`config.mk`:
```
export PLATFORM = sky130hd
export DESIGN_NAME = serial_sub
export DESIGN_NICKNAME = d
export VERILOG_FILES = /design/src/rtl/serial_sub.sv
export SDC_FILE = /design/constraint.sdc
export NUM_CORES = 1
export LEC_CHECK = 0
export ABC_CLOCK_PERIOD_IN_PS = 1800
export CAP_MARGIN = 20
export CORE_ASPECT_RATIO = 1.1
export CORE_MARGIN = 1
export CORE_UTILIZATION = 52
export CTS_BUF_LIST = sky130_fd_sc_hd__clkbuf_16
export CTS_CLUSTER_DIAMETER = 60
export DETAILED_ROUTE_END_ITERATION = 8
export PLACE_DENSITY = 0.8
export SLEW_MARGIN = 15
export SYNTH_ARGS = -nofsm -noshare
export SYNTH_HDL_FRONTEND = slang
export SYNTH_SLANG_ARGS = --single-unit
```
`constraint.sdc`:
```
create_clock -name clk -period 1.8 [get_ports clk]
set_input_delay 0.27 -clock clk [delete_from_list [all_inputs] [get_ports clk]]
set_output_delay 0.27 -clock clk [all_outputs]
set_load 0.02 [all_outputs]
```
`src/rtl/serial_sub.sv`:
```
// serial_sub: bit-serial two's-complement subtractor.
//   Computes diff = a - b one bit per clock, LSB first, through a single
//   full-subtractor cell with a registered borrow. Start/done handshake.
// Ports:
//   clk     rising-edge clock
//   rst_n   synchronous reset, active-low
//   start   request, sampled only in IDLE
//   a, b    minuend / subtrahend, captured on accepted start
//   busy    high while the bit loop is running
//   done    one-cycle pulse, result valid
//   diff    a - b mod 2^WIDTH, held until next completion
//   borrow  unsigned borrow-out (a < b), held
//   ovf     signed overflow of a - b, held
module serial_sub #(
    parameter int WIDTH = 8
) (
    input  logic             clk,
    input  logic             rst_n,
    input  logic             start,
    input  logic [WIDTH-1:0] a,
    input  logic [WIDTH-1:0] b,
    output logic             busy,
    output logic             done,
    output logic [WIDTH-1:0] diff,
    output logic             borrow,
    output logic             ovf
);

    localparam int CW = $clog2(WIDTH);

    typedef enum logic [1:0] {IDLE, RUN, DONE} state_t;

    state_t           state_q, state_d;
    logic [WIDTH-1:0] sa_q, sa_d, sb_q, sb_d, res_q, res_d;
    logic [WIDTH-1:0] diff_q, diff_d;
    logic [CW-1:0]    cnt_q, cnt_d;
    logic             br_q, br_d, borrow_q, borrow_d, ovf_q, ovf_d;
    logic             amsb_q, amsb_d, bmsb_q, bmsb_d;

    // Full-subtractor cell on the current LSBs.
    logic x, y, dbit, bnext;
    assign x     = sa_q[0];
    assign y     = sb_q[0];
    assign dbit  = x ^ y ^ br_q;
    assign bnext = (~x & y) | (~(x ^ y) & br_q);

    always_comb begin
        state_d  = state_q;
        sa_d     = sa_q;
        sb_d     = sb_q;
        res_d    = res_q;
        br_d     = br_q;
        cnt_d    = cnt_q;
        diff_d   = diff_q;
        borrow_d = borrow_q;
        ovf_d    = ovf_q;
        amsb_d   = amsb_q;
        bmsb_d   = bmsb_q;
        case (state_q)
            IDLE: begin
                if (start) begin
                    sa_d    = a;
                    sb_d    = b;
                    res_d   = '0;
                    br_d    = 1'b0;
                    cnt_d   = '0;
                    amsb_d  = a[WIDTH-1];
                    bmsb_d  = b[WIDTH-1];
                    state_d = RUN;
                end
            end
            RUN: begin
                // Result bits enter at the MSB; after WIDTH shifts bit 0 is at the LSB.
                res_d = {dbit, res_q[WIDTH-1:1]};
                sa_d  = sa_q >> 1;
                sb_d  = sb_q >> 1;
                br_d  = bnext;
                cnt_d = cnt_q + CW'(1);
                if (cnt_q == CW'(WIDTH - 1)) begin
                    diff_d   = res_d;
                    borrow_d = bnext;
                    // Overflow only possible when operand signs differ; the
                    // result sign (last cell output) must then follow a.
                    ovf_d    = (amsb_q != bmsb_q) && (dbit != amsb_q);
                    state_d  = DONE;
                end
            end
            DONE:    state_d = IDLE;
            default: state_d = IDLE;
        endcase
    end

    always_ff @(posedge clk) begin
        if (!rst_n) begin
            state_q  <= IDLE;
            sa_q     <= '0;
            sb_q     <= '0;
            res_q    <= '0;
            br_q     <= 1'b0;
            cnt_q    <= '0;
            diff_q   <= '0;
            borrow_q <= 1'b0;
            ovf_q    <= 1'b0;
            amsb_q   <= 1'b0;
            bmsb_q   <= 1'b0;
        end else begin
            state_q  <= state_d;
            sa_q     <= sa_d;
            sb_q     <= sb_d;
            res_q    <= res_d;
            br_q     <= br_d;
            cnt_q    <= cnt_d;
            diff_q   <= diff_d;
            borrow_q <= borrow_d;
            ovf_q    <= ovf_d;
            amsb_q   <= amsb_d;
            bmsb_q   <= bmsb_d;
        end
    end

    assign busy   = (state_q == RUN);
    assign done   = (state_q == DONE);
    assign diff   = diff_q;
    assign borrow = borrow_q;
    assign ovf    = ovf_q;

endmodule

```
# Word level (Yosys, flattened, before mapping)

Cells that the tools add are included.

Output and inout bits: 12
Input port bits: 19
Bits in latches: 0
ROM bits: 0
Memories: 0
Logic and storage cells: 46
RAM bits: 0
Bits in registers: 42

Multiply operators: 0
Order comparisons: 0
Shift operators: 0
Equal/unequal tests: 7
Multiplexer cells: 13
Bitwise gates (word level): 7
Reduce and logical (&&, ||, !) cells: 7
$add $sub $neg: 1
Divide/modulo/power cells: 0

Operator list:

| cell                                                   | number |
|---|---|
| one-hot mux 8 bit (2 select lines)                     | 3 |
| two-way mux 8 bit                                      | 3 |
| AND reduction 2 bit                                    | 4 |
| one-hot mux 3 bit (2 select lines)                     | 1 |
| two-way mux 2 bit                                      | 2 |
| one-hot mux 2 bit (2 select lines)                     | 1 |
| adder 3 x 1 -> 3 bit (second input constant)           | 1 |
| equality test 3 bit (second input constant)            | 1 |
| two-way mux 3 bit                                      | 1 |
| bitwise AND 1 bit                                      | 2 |
| equality test 2 x 1 -> 1 bit (second input constant)   | 1 |
| equality test 2 bit (second input constant)            | 1 |
| zero test 2 bit                                        | 1 |
| inequality test 1 bit                                  | 2 |
| inequality test 2 x 1 -> 1 bit (second input constant) | 1 |
| inequality test 2 bit (second input constant)          | 1 |
| inverter 1 bit                                         | 2 |
| one-hot mux 1 bit (2 select lines)                     | 1 |
| nonzero test 2 bit                                     | 1 |
| bitwise XOR 1 bit                                      | 2 |
| logical AND 1 bit                                      | 1 |
| two-way mux 1 bit                                      | 1 |
| OR 1 bit                                               | 1 |

# Longest topological paths before layout

Depth in word-level cells: 5
Depth in mapped cells: 6
Gate-level depth less buffers: 5

# Worst setup path after synthesis

OpenSTA, ideal clock, no wires.

Path kind: register to register
From: register sb_q[0]
To: register ovf_q (netlist: ovf)
Path buffers: 0
Clock period less this slack: 1.492 ns
Setup time: 0.074 ns
Stages on the path, launching flop included: 5
Path slack: 0.308 ns
Arrival: 1.418 ns
Path through: dfxtp_1 > inv_1 > fa_1 > or3b_2 > a31oi_1

Word-level cells in the longest chain between the ends: 4

RTL lines:

| item                            | RTL line | text |
|---|---|---|
| from (decl)                     | 34       | `logic [WIDTH-1:0] sa_q, sa_d, sb_q, sb_d, res_q, res_d;` |
| from (signal assigned)          | 97       | `sb_q <= '0;` |
| from (signal assigned)          | 109      | `sb_q <= sb_d;` |
| bitwise XOR 1 bit (2 in series) | 44       | `assign dbit = x ^ y ^ br_q;` |
| net dbit                        | 41       | `logic x, y, dbit, bnext;` |
| inequality test 1 bit           | 84       | `ovf_d = (amsb_q != bmsb_q) && (dbit != amsb_q);` |
| logical AND 1 bit               | 84       |  |
| to (signal assigned)            | 115      | `ovf_q <= ovf_d;` |
| to (decl)                       | 37       | `logic br_q, br_d, borrow_q, borrow_d, ovf_q, ovf_d;` |

The timed path passes the listed nets, and every way through them passes these cells.
A chain may end at the register's enable or synchronous reset.

# Final worst setup path

From: register state_q[0]
To: output port busy

Word-level cells in the longest chain between the ends: 1

RTL lines:

| item                         | RTL line | text |
|---|---|---|
| from (decl)                  | 33       | `state_t state_q, state_d;` |
| from (signal assigned)       | 107      | `state_q <= state_d;` |
| equality test 2 x 1 -> 1 bit | 121      | `assign busy = (state_q == RUN);` |
| to (decl)                    | 22       | `output logic busy,` |

Every way passes these cells.

==> impl_results.md <==
* Syn nets at 205
* Synth cell count leaders: dfxtp_1, nand2_1, mux2i_1, o211a_1, nor2b_1
* Hold Crit Class: reg2reg
* Post_cts resized at 0
* Critical path data required time at approximately 1.5 ns
* Status: finished, final reports clean
* Post-Syn Area at between 0.0015 and 0.002 mm²
* Number of flops mapped to enable cells by yosys at 0
* Worst Setup EP: busy
* CTS Hold Bufs at 0
* Total global routing overflow at 0
* Final Skew at 0.005539 ns
* Reg area at just over 800 µm²
* CP arrival at 1.45 ns
* Peak supply drop at ~0.6 mV
* Largest net degree at the start of global routing at 27
* Crit Path Class: reg2out
* Final worst path period need at about 1.7 ns
* Critical path capture point type: output pin
* CP Cell Sequence: and2b_1 > clkdlybuf4s50_1
* GPL Wtd Cong at 0.7442
* Crit start category: register
* Die height at about 64 µm
* Sequential area share after synthesis at 45.37%
* Die Area at 0.003720 mm²
* Largest area contributor in the netlist: dfxtp_1
* CTS sink count at 41
* Max Freq at 0.5807 GHz
* Hold_ws at ~0.45 ns
* Synthesized flop and latch total at 41
* CTS Buf Count at 5
* All-layer global routing usage at 21.31%
* M3 GR Usage at 5.061%
* # nets final at 239
* Clk_lat worst skew at roughly 0.28 ns
* Beginning of the critical path: state_q[0]
* Max_slew headroom at 68.52%
* Die width at 58.24 µm
* WP buf/inv at 1
* Grt met2 use at 36.21%
* H-tree depth reported by CTS at 2
* Ys Warns at 0
* Via count at 1378
* Reg clk slew, reported paths at 0.06 ns
* Fin crit share at 95.67%
* Post-CTS Setup Inserts at 0
* Count leader, synth: dfxtp_1
* FF-to-FF End: ovf
* Slew Limit Fails at 0
* Global-route wire length before repair at about 6000 µm
* Largest cells by area after synthesis: dfxtp_1, mux2i_1, o211a_1
* Worst r2r path cells at 4
* # rows at 22
* Initial DRC Count at 48
* Final non-filler cell total at 266
* Area of the multi-input gates at 872.1 µm²
* Worst R2R Start: br_q
* Detail Route Antenna Nets at 0
* Kind of cell adding the most delay to the critical path: buffers and inverters
* Drt first pass iters at 4
* Netlist cell types at 32
* Vias per std cell at roughly 5.2
* Cells after synthesis at 183
* CP Max Fanout at 4
* Drt wl/cell at 12.86 µm
* M1 GR Usage at roughly 25%
* FFs w/ async S/R, synth at 0%
* Slowest stage delay, CP at 0.61 ns
* Post-route DRC violation count at 0
* Share of the synthesized area in the top cell type at 45.37%
* Total Power at approximately 2 mW
* Fin. Hold Viols at 0
* Setup-failing EPs final at 0
* CTS tree: yes
* Total Wirelength at 3421 µm
* R2R Setup Slk at 0.25 ns
* Final Core Density at 68.52%
* IO Pins at 31
* Fillers at between 200 and 300
* Max-Cap Viols at 0
* Setup tns final at 0 ns
* Layout overhead on the synthesized area at 26.14%
* GRT busiest layer: met2
* Critical path depth at 2
* Inst Count DP at 258
* Worst path slowest cell: clkdlybuf4s50_1
* Pwr/cell area at 893.8 mW/mm²
* Share of cells above drive strength 1 at 10.09%
* Worst Hold Path Cells at 2
* RSZ-0062 raised after global routing: false
* I/O Buffers at 30
* Vias in the first global route at roughly 1400
* Main synth FF type: dfxtp_1
* CTS Buffer Depth at 2
* Initial antenna violation count at 0
* Dpl hpwl at 2385 µm
* Leak pwr at 0.9816 nW
* Initial core utilization at 54.32%
* Diode count at 0
* Synth Area per Inst at 9.887 µm²
* Core area at ~0.0033 mm²
* Root Driver: clkbuf_16
* Worst-Margin Slew at around 0.47 ns
## placed cells by master (no fill, tap or decap)
cell type and n:
nor2b_1 11, a22oi_1 10, a21boi_1 3, or3b_2 1, nand2b_1 6, a31oi_1 1
a21oi_1 2, nand2_1 33, a21boi_0 9, and2_1 1, nor3b_2 2, nor2_1 5
nand3b_1 1, o21ai_0 3, clkdlybuf4s50_1 30, and3_1 1, clkinv_2 2, o2111a_1 2
buf_4 10, dfxtp_1 41, and3b_1 1, o21ba_2 1, and2b_1 1, o21bai_1 1
o211a_1 13, ha_1 2, nand3b_2 1, fa_1 1, inv_1 5, mux2i_1 13
clkbuf_16 5
## report_power, final
part           switching, mW  total [mW]  internal [mW]
combinational          0.105       0.236          0.131
sequential            0.0248       0.973          0.949
clock                  0.328       0.831          0.502
## kinds of logic (layout without fill, tap and decap cells)
family	after synthesis	in the layout	synth area share, %
AOI/OAI and AO/OA	45	45	20.26
and+or+nand+nor	64	64	18.26
buffers and inverters	17	52	6.431
DFF	41	41	45.37
muxes	13	13	7.192
adders and majority gates	3	3	2.489
## layout make-up
class,count,share of cell area (%)
flip-flops and latches,41,35.96
multi-input cells,125,38.21
well taps,48,2.632
repair buffers,40,16.45
inverters,4,0.6579
clock buffers,5,5.482
clock inverters,3,0.6031
## metal layers
| layer | wire [µm] | share of wire (%) |
|---|---|---|
| met4 | 41 | 1.2 |
| met5 | 0 | 0 |
| met3 | 175 | 5.1 |
| met2 | 1786 | 52 |
| met1 | 1417 | 41 |
## worst min-delay path by stage
| stage | from | end |
|---|---|---|
| finish | diff[2] | diff[2] |
| global route | diff[2] | diff[2] |
| CTS | diff[2] | diff[2] |
| detailed placement | diff[2] | diff[2] |
| global placement | diff[7] | diff[7] |
| floorplan | rst_n | state_q[0] |
## registers in the layout, summed over array words and instances (netlist names), 2 cells and up
register	flops
diff	8
sa_q	8
sb_q	8
res_q	7
cnt_q	3
state_q	2
## worst min-delay path: stages, from the launching register on
cell,delay [ns]
dfxtp_1,0.30
nand2_1,0.05
a21boi_1,0.05
## per-stage QoR
| step | area [µm²] | setup WS [ns] |
|---|---|---|
| after floorplan | 1809 | 0.3079 |
| after global placement | 2143 | 0.2168 |
| after detailed placement | 2143 | 0.1885 |
| after CTS | 2282 | 0.06919 |
| after global routing | 2282 | 0.03366 |
| final | 2282 | 0.07796 |
(Power assumes the default switching activity.)
